--- config.mk ---
export PLATFORM = sky130hd
export DESIGN_NAME = pipe_fetch_ctrl
export DESIGN_NICKNAME = d
export VERILOG_FILES = /design/src/rtl/pipe_fetch_ctrl.sv
export SDC_FILE = /design/constraint.sdc
export NUM_CORES = 1
export LEC_CHECK = 0
export ABC_AREA = 1
export CAP_MARGIN = 0
export CORE_MARGIN = 3
export CORE_UTILIZATION = 33
export DETAILED_ROUTE_END_ITERATION = 8
export SETUP_SLACK_MARGIN = 0.3
export SLEW_MARGIN = 30
export SYNTH_ARGS = -nofsm -noshare
export SYNTH_HDL_FRONTEND = slang
export SYNTH_SLANG_ARGS = --single-unit
export TNS_END_PERCENT = 1
--- constraint.sdc ---
create_clock -name clock -period 1.8 [get_ports clock]
set_input_delay 0.36 -clock clock [delete_from_list [all_inputs] [get_ports clock]]
set_output_delay 0.36 -clock clock [all_outputs]
set_load 0.005 [all_outputs]
--- src/rtl/pipe_fetch_ctrl.sv ---
// pipe_fetch_ctrl
// Fetch sequencer that owns the architectural PC feeding pipe_stage_if.
// It loads the IF-stage next-PC mux output and honours load-use stalls from
// the ID hazard unit. It also provides debug halt/single-step and inserts one
// warm-up (BOOT) cycle after reset to cover the synchronous instruction ROM.
// It keeps fetch, redirect and stall statistics.
//
// Ports:
//   clock        in   pipeline clock, rising edge
//   resetn       in   asynchronous active-low reset
//   new_pc       in   next PC from the IF mux
//   pcsource     in   IF mux select (statistics only; nonzero = redirect)
//   wpcir        in   PC write enable from the ID hazard unit (0 = stall)
//   halt         in   debug halt request, level-sensitive
//   step         in   debug single-step, rising-edge triggered
//   pc           out  current fetch PC
//   pc_write     out  PC register loads new_pc this cycle (combinational)
//   if_valid     out  IF/ID should accept the fetched instruction (combinational)
//   state        out  FSM state: BOOT=00, RUN=01, HALT=10, STEP=11
//   fetch_cnt    out  PC advances, wrapping
//   redirect_cnt out  advances with pcsource != 0, wrapping
//   stall_cnt    out  RUN/STEP cycles with wpcir=0, saturating
//
// state | meaning
// ------+-------------------------------------------------------------
// BOOT  | one warm-up cycle after reset while the ROM output settles
// RUN   | free-running fetch; halt has priority over an advance
// HALT  | debug halt; pc and counters hold
// STEP  | one debug advance pending; halt ignored until it happens

module pipe_fetch_ctrl #(
  parameter logic [31:0] RESET_PC = 32'h0000_0000,
  parameter int          STALL_CW = 16
) (
  input  logic                clock,
  input  logic                resetn,
  input  logic [31:0]         new_pc,
  input  logic [1:0]          pcsource,
  input  logic                wpcir,
  input  logic                halt,
  input  logic                step,
  output logic [31:0]         pc,
  output logic                pc_write,
  output logic                if_valid,
  output logic [1:0]          state,
  output logic [31:0]         fetch_cnt,
  output logic [31:0]         redirect_cnt,
  output logic [STALL_CW-1:0] stall_cnt
);

  typedef enum logic [1:0] {
    ST_BOOT = 2'b00,
    ST_RUN  = 2'b01,
    ST_HALT = 2'b10,
    ST_STEP = 2'b11
  } state_t;

  state_t state_q;
  logic   step_d;
  logic   stall_now;

  assign state = state_q;

  always_comb begin
    pc_write  = 1'b0;
    if_valid  = 1'b0;
    stall_now = 1'b0;
    case (state_q)
      ST_RUN: begin
        if_valid  = 1'b1;
        // halt wins over an advance in the same cycle
        pc_write  = !halt && wpcir;
        stall_now = !halt && !wpcir;
      end
      ST_STEP: begin
        if_valid  = 1'b1;
        pc_write  = wpcir;
        stall_now = !wpcir;
      end
      default: begin
        pc_write  = 1'b0;
        if_valid  = 1'b0;
        stall_now = 1'b0;
      end
    endcase
  end

  always_ff @(posedge clock or negedge resetn) begin
    if (!resetn) begin
      state_q      <= ST_BOOT;
      pc           <= RESET_PC;
      fetch_cnt    <= 32'd0;
      redirect_cnt <= 32'd0;
      stall_cnt    <= '0;
      step_d       <= 1'b0;
    end else begin
      step_d <= step;

      if (pc_write) begin
        pc        <= new_pc;
        fetch_cnt <= fetch_cnt + 32'd1;
        if (pcsource != 2'b00)
          redirect_cnt <= redirect_cnt + 32'd1;
      end

      if (stall_now && (stall_cnt != '1))
        stall_cnt <= stall_cnt + STALL_CW'(1);

      case (state_q)
        ST_BOOT: state_q <= halt ? ST_HALT : ST_RUN;
        ST_RUN: begin
          if (halt)
            state_q <= ST_HALT;
        end
        ST_HALT: begin
          // release beats step; step only counts on its rising edge
          if (!halt)
            state_q <= ST_RUN;
          else if (step && !step_d)
            state_q <= ST_STEP;
        end
        ST_STEP: begin
          if (wpcir)
            state_q <= ST_HALT;
        end
        default: state_q <= ST_BOOT;
      endcase
    end
  end

endmodule

# Yosys cells after proc, flatten, opt, wreduce, memory -nomap -nowiden
# Index checks and enable logic that the tools add are counted.
[word_totals] wordCells=37 ff_bits=115 output_inout_bits=116
[op_classes] eq_ne=7 n_addsub=3 mux=9 reduce_logical=12
[op_table] operator="32-bit by 1-bit adder with 32-bit output, second input constant" count=2
[op_table] operator="16-bit by 1-bit adder with 16-bit output, second input constant" count=1
[op_table] operator="16-bit inequality test, second input constant" count=1
[op_table] operator="2-bit 2-to-1 mux" count=5
[op_table] operator="2-bit one-hot mux with 4 select lines" count=1
[op_table] operator="2-bit == test, second input constant" count=2
[op_table] operator="1-bit logical AND" count=4
[op_table] operator="2-bit inequality test, second input constant" count=2
[op_table] operator="1-bit one-hot mux with 2 select lines" count=2
[op_table] operator="1-bit logical NOT" count=3
[op_table] operator="3-bit inequality test, second input constant" count=1
[op_table] operator="3-bit AND reduction" count=1
[op_table] operator="2-bit by 1-bit == test with 1-bit output, second input constant" count=1
[op_table] operator="2-bit logical NOT" count=1
[op_table] operator="2-bit AND reduction" count=1
[op_table] operator="2-bit nonzero test" count=1
[op_table] operator="2-bit OR reduction" count=1
[op_table] operator="1-bit 2-to-1 mux" count=1

# Longest topological paths before layout
[depth] depth_word=5 mapped_depth=10 mapped_depth_nobuf=10

# Worst setup path after synthesis
# No wires, ideal clock.
[synth_path] path_kind="register to register" start="reg stall_cnt[0]" end="reg stall_cnt[13]" required_time_ns=1.683 setup_time_ns=0.117 period_less_slack_ns=1.524 stages_incl_launch_ff=9 t_arrival_ns=1.408 path_buffers=0 slack_ns=0.276 path_cell_list="dfrtp_1 -> ha_1 -> nand3_2 -> nor3_4 -> nand3_2 -> nand2_4 -> inv_2 -> nand2_1 -> nand2_1"
[synth_via] elab_chain_cells=2 elab_cells_between_ends=3
[synth_rtl] item="from (decl)" line="48" rtl="output logic [STALL_CW-1:0] stall_cnt"
[synth_rtl] item="from (signal assigned)" line="107" rtl="stall_cnt <= stall_cnt + STALL_CW'(1);"
[synth_rtl] item="branches (longest 2 deep; another with 16-bit by 1-bit adder with 16-bit output)"
# Parallel ways; which one is timed is not known.
# A chain may end at the register's enable or synchronous reset.

# Final worst setup path
[layout_path] start="reg redirect_cnt[8]" end="out redirect_cnt[8]"
[layout_rtl] item="from (decl)" line="47" rtl="output logic [31:0] redirect_cnt,"
[layout_rtl] item="from (signal assigned)" line="103" rtl="redirect_cnt <= redirect_cnt + 32'd1;"
# No word-level cell between the ends.

==> metrics.md <==
| Metric | Value |
|---|---|
| Status | completed |
| HP Class | primary input to register |
| # setup viols final | 0 |
| Worst Path Required | 1.44 ns |
| Vias in the first global route | 5,255 |
| Synth Register Bits | 115 |
| CP Capture Type | output pin |
| # IOs | 155 |
| Die Wd | 138.2 um |
| Worst stage delay on the critical path | 0.54 ns |
| First-pass GRT wire length | 26,410 um |
| Via count | 5,414 |
| F_max | 581.7 MHz |
| GRT Total Usage | 0.1687 |
| WP buf/inv | 1 |
| Core ar. | 0.01682 mm2 |
| Peak supply drop | 0.7818 mV |
| Setup TNS | 0 ns |
| Largest cells by area after synthesis | dfrtp_1, nand2_1, nor2_1 |
| Largest net degree at the start of global routing | 65 |
| Clk sink count | 115 |
| Pins Over Slew Limit | 0 |
| Worst-margin pin slew | 0.3653 ns |
| Delay-heaviest family, CP | buffers and inverters |
| Synth Instances | 740 |
| Cell Pwr Density | 1126 mW/mm2 |
| Maximum net fanout on the critical path | 4 |
| Tot Pwr | 0.009844 W |
| Post-Synthesis Net Count | 782 |
| Number of synthesized flops with an enable pin | 0 |
| Die area | 0.01909 mm2 |
| Synth Cell Area | 0.005763 mm2 |
| DRT Pass-1 Iters | 4 |
| Per-cell routed wire length | 13.18 um |
| Synth Warn # | 0 |
| Cell variety after synth | 28 |
| Number of diodes | 0 |
| H-tree depth | 4 |
| Final hold viol count | 0 |
| Asr flop ratio synth | 1.000 |
| Clk_lat worst skew | 0.41 ns |
| # Max-Cap Violations | 0 |
| Top cell type's share of synthesized area | 0.4993 |
| Final Util | 0.5199 |
| GPL Wtd Cong | 0.8397 |
| GR Overflow Total | 0 |
| Starting Density | 0.3427 |
| Leakage | 4.040 nW |
| Residual DRC | 0 |
| Yosys top cell by area | dfrtp_1 |
| WHS | 0.4352 ns |
| Final period util | 0.9551 |
| DRT antenna net count | 0 |
| Initial antenna violation count | 1 |
| Number of DRC markers in iteration 0 | 274 |
| TritonCTS clock tree | yes |
| CP arrival | 1.36 ns |
| Avg Cell Area, Syn | 7.788 um2 |
| Die height | 138.2 um |
| Longest Clk Path Bufs | 2 |
| Register area share after synthesis | 0.4993 |
| Slew HR | 0.7564 |
| Share of layout cells above drive strength 1 | 0.1448 |
| Clock root cell | clkbuf_16 |
| Clk_skew | 0.01225 ns |
| CP Cell Sequence | clkdlybuf4s50_1 |
| Worst-path clk slew | 0.06 ns |
| DP Wirelength | 11,570 um |
| Synthesis-to-finish area growth | 51.74% |
| Final nets | 1,010 |
| TritonCTS Buffers | 17 |
| Period minus WS final | 1.719 ns |
| Ys flop type | dfrtp_1 |
| Port buffer count | 154 |
| Num rows | 47 |
| CP Class | register to output pin |
| RSZ-0062 raised after global routing | yes |
| Via density | 4.508 |
| Fill count | 1,630 |
| CP max stage cell | clkdlybuf4s50_1 |
| Total Wirelength | 15,830 um |
| Crit start category | register |
-- logic make-up (layout without fill, tap and decap cells) --
family	Yosys count	in the layout	synth area share
XOR/XNOR	48	48	0.07295
AND/OR/NAND/NOR	483	483	0.3524
adder cells (fa/ha/maj)	3	3	0.006514
buffers and inverters	80	321	0.05818
AO/OA/AOI/OAI	11	11	0.01064
flip-flops	115	115	0.4993
-- path summary, 6_finish.rpt --
check	start	end	slack, ns	cells past startpoint
hold / removal	step	step_d	0.44	1
setup / recovery	redirect_cnt[8]	redirect_cnt[8]	0.08	1
min in group asynchronous	resetn	pc[25]	0.49	3
max in group asynchronous	resetn	redirect_cnt[20]	0.95	3
hold reg to reg	pc[5]	pc[5]	0.47	2
setup reg to reg	state[1]	fetch_cnt[24]	0.23	10
-- routing by layer --
layer	wire length (um)	track usage	part of all wire	up-vias
li1	-	-	-	2769
met4	189	0.05148	0.012	2
met5	14	0	0.00088	-
met3	776	0.04316	0.049	18
met1	7156	0.2131	0.45	2494
met2	7693	0.2855	0.49	131
-- cell usage after synthesis, drive strengths merged, types with 8 or more instances --
cell type / n
xnor2: 26
nor2: 92
o21ai: 8
dfrtp: 115
nand4: 20
inv: 67
nand2: 302
xor2: 22
nor3: 14
nand3b: 8
nand3: 46
buf: 11
-- sequential cells by signal (all words and copies together) (netlist names) --
name          count
fetch_cnt        32
pc               32
redirect_cnt     32
stall_cnt        16
state             2
step_d            1
-- per-stage QoR --
stage	instances	worst slack (ns)	cell area [um2]
global route	1201	0.02680	8745
finish	1201	0.08089	8745
CTS	1196	0.05622	8677
global placement	1132	-0.2462	7782
floorplan	740	0.2938	5786
detailed placement	1132	-0.2699	7782
-- report_power, final --
group	internal, W	switching, W
Sequential	0.00312	0.000362
Combinational	0.00159	0.00117
Clock	0.00242	0.00118
Total	0.00713	0.00271
-- cell type report --
type	count	area, um2	area share
well taps	220	275.3	0.03148
clock inverters	9	152.6	0.01746
repair buffers	221	2079	0.2378
flip-flops and latches	115	2904	0.3321
multi-input cells	545	2600	0.2973
clock buffers	23	478.0	0.05466
inverters	68	255.2	0.02919
-- timing repair --
item / in CTS / in global routing
setup buffers: 31 / 5
hold buffers: 1 / 0
endpoints found under the hold margin: 100 / 0
pin swaps: 0 / 2
gates resized for setup: 25 / 12
endpoints found under the setup margin: 178 / 201
-- cell usage in the layout (no fill, tap or decap), types with 17 or more instances in the layout --
cell type / n
nand3_1: 42
inv_1: 64
xnor2_1: 26
xor2_1: 22
nand2_1: 300
dfrtp_1: 94
nor2_1: 83
buf_4: 64
clkdlybuf4s50_1: 146
dfrtp_2: 21
clkbuf_16: 17
nand4_1: 20
Note: power is estimated with default switching activity, not from simulation.
==> edit (same flow settings) <==
Set the parameter `STALL_CW` to 8 (it was 16).
--- a/src/rtl/pipe_fetch_ctrl.sv
+++ b/src/rtl/pipe_fetch_ctrl.sv
@@ -32,3 +32,3 @@
   parameter logic [31:0] RESET_PC = 32'h0000_0000,
-  parameter int          STALL_CW = 16
+  parameter int          STALL_CW = 8
 ) (
Interface: changed (resized stall_cnt); port bits go from 155 to 147. The function was not compared with the original's and may differ.
==> edit against the original RTL <==
Global-route usage down 0.72 points. Utilization down 3.2 points. Power down 21%. First-iteration DRC count down 27%. Sequential cell count down 8. Final area down 14%. Setup slack better by 0.017 ns. Maximum frequency up 1.0%. Routed wire length down 9.3%. Sequential power down 5%. Register-to-register slack worse by 0.11 ns. Synthesized area down 7.6%. Largest cell class unchanged. Largest power group is now sequential cells.
==> edit: results (changes against the original RTL) <==
| Metric | Value |
|---|---|
| Initial antenna violation count | `0 (-1)` |
| GRT met1 Usage | `22.23% (+0.92 points)` |
| Post-synthesis sequential area ratio | `50.29% (+0.36 points)` |
| Final Non-Filler Cells | `1,067 (-11%)` |
| Sw Share | `31.28% (+3.7 points)` |
| Top cells by area, synth | `dfrtp_1 50%, nand2_1 20%, inv_1 4.8%` |
| Crit path max fanout | `5 (+1)` |
| Post-CTS sizing | `23 (-8.0%)` |
| Reg-to-reg setup timing slack | `0.12 ns (-0.11 ns)` |
| Filler cells | `1,556 (-4.5%)` |
| Worst hold path class | `in -> async` |
| Dpl ws | `-0.1976 ns (+0.07232 ns)` |
| Non-Clock Buffer Count | `176 (-20%)` |
| Number of synthesized register bits | `107 (-7.0%)` |
| Top post-synthesis cells by count | `279 x nand2_1, 107 x dfrtp_1, 68 x inv_1` |
| Final net count | `893 (-12%)` |
| Proportion of cell area occupied by registers | `35.69% (+2.5 points)` |
| Wire length on met3 | `729 µm (-6.1%)` |
| Avg WL per Cell | `13.46 µm (+2.1%)` |
| Status | `finished, final reports clean` |
| Synth cell types | `27 (-3.6%)` |
| Pin count of the biggest net entering global routing | `108 (+66%)` |
| Leakage | `3.541 nW (-12%)` |
| NonClk Buf Share | `22.43% (-1.3 points)` |
| Inverter count | `72 (+5.9%)` |
| Register area | `0.002695 mm² (-7.2%)` |
| Top sig layer | `met4` |
| Reg clk slew, reported paths | `0.08 ns (+0.02 ns)` |
| Clock period minus worst slack | `1.702 ns (-0.01729 ns)` |
| Routability cong. | `0.8344 (-0.63%)` |
| M2 GR Usage | `25.93% (-2.6 points)` |
| HPWL Detailed | `10,530 µm (-9.0%)` |
| Met1 WL | `6829 µm (-4.6%)` |
| Clk Latency, worst-skew pair | `0.35 ns (-0.06 ns)` |
| Vias in the first global route | `4,583 (-13%)` |
| M3 GR Usage | `3.004% (-1.3 points)` |
| Met2 wire length | `6635 µm (-14%)` |
-- edit: logic make-up (layout without fill, tap and decap cells) --
family / after synthesis / after routing / share of synthesized area (%)
AND/OR/NAND/NOR: 430 / 430 / 34.76
adder cells (fa/ha/maj): 3 / 3 / 0.7051
flip-flops: 107 / 107 / 50.29
buffers and inverters: 82 / 264 / 6.134
AO/OA/AOI/OAI: 8 / 8 / 0.8695
XOR/XNOR: 44 / 44 / 7.239
-- edit: worst min path at each step --
| stage | start | slack, ns | cells past startpoint | end |
|---|---|---|---|---|
| after floorplan | resetn | 0.06 | 0 | fetch_cnt[0] |
| after global placement | pc[23] | 0.46 | 2 | pc[23] |
| after detailed placement | pc[24] | 0.46 | 2 | pc[24] |
| after CTS | resetn | 0.11 | 2 | fetch_cnt[26] |
| after global routing | resetn | 0.15 | 2 | fetch_cnt[21] |
| final | resetn | 0.09 | 2 | fetch_cnt[21] |
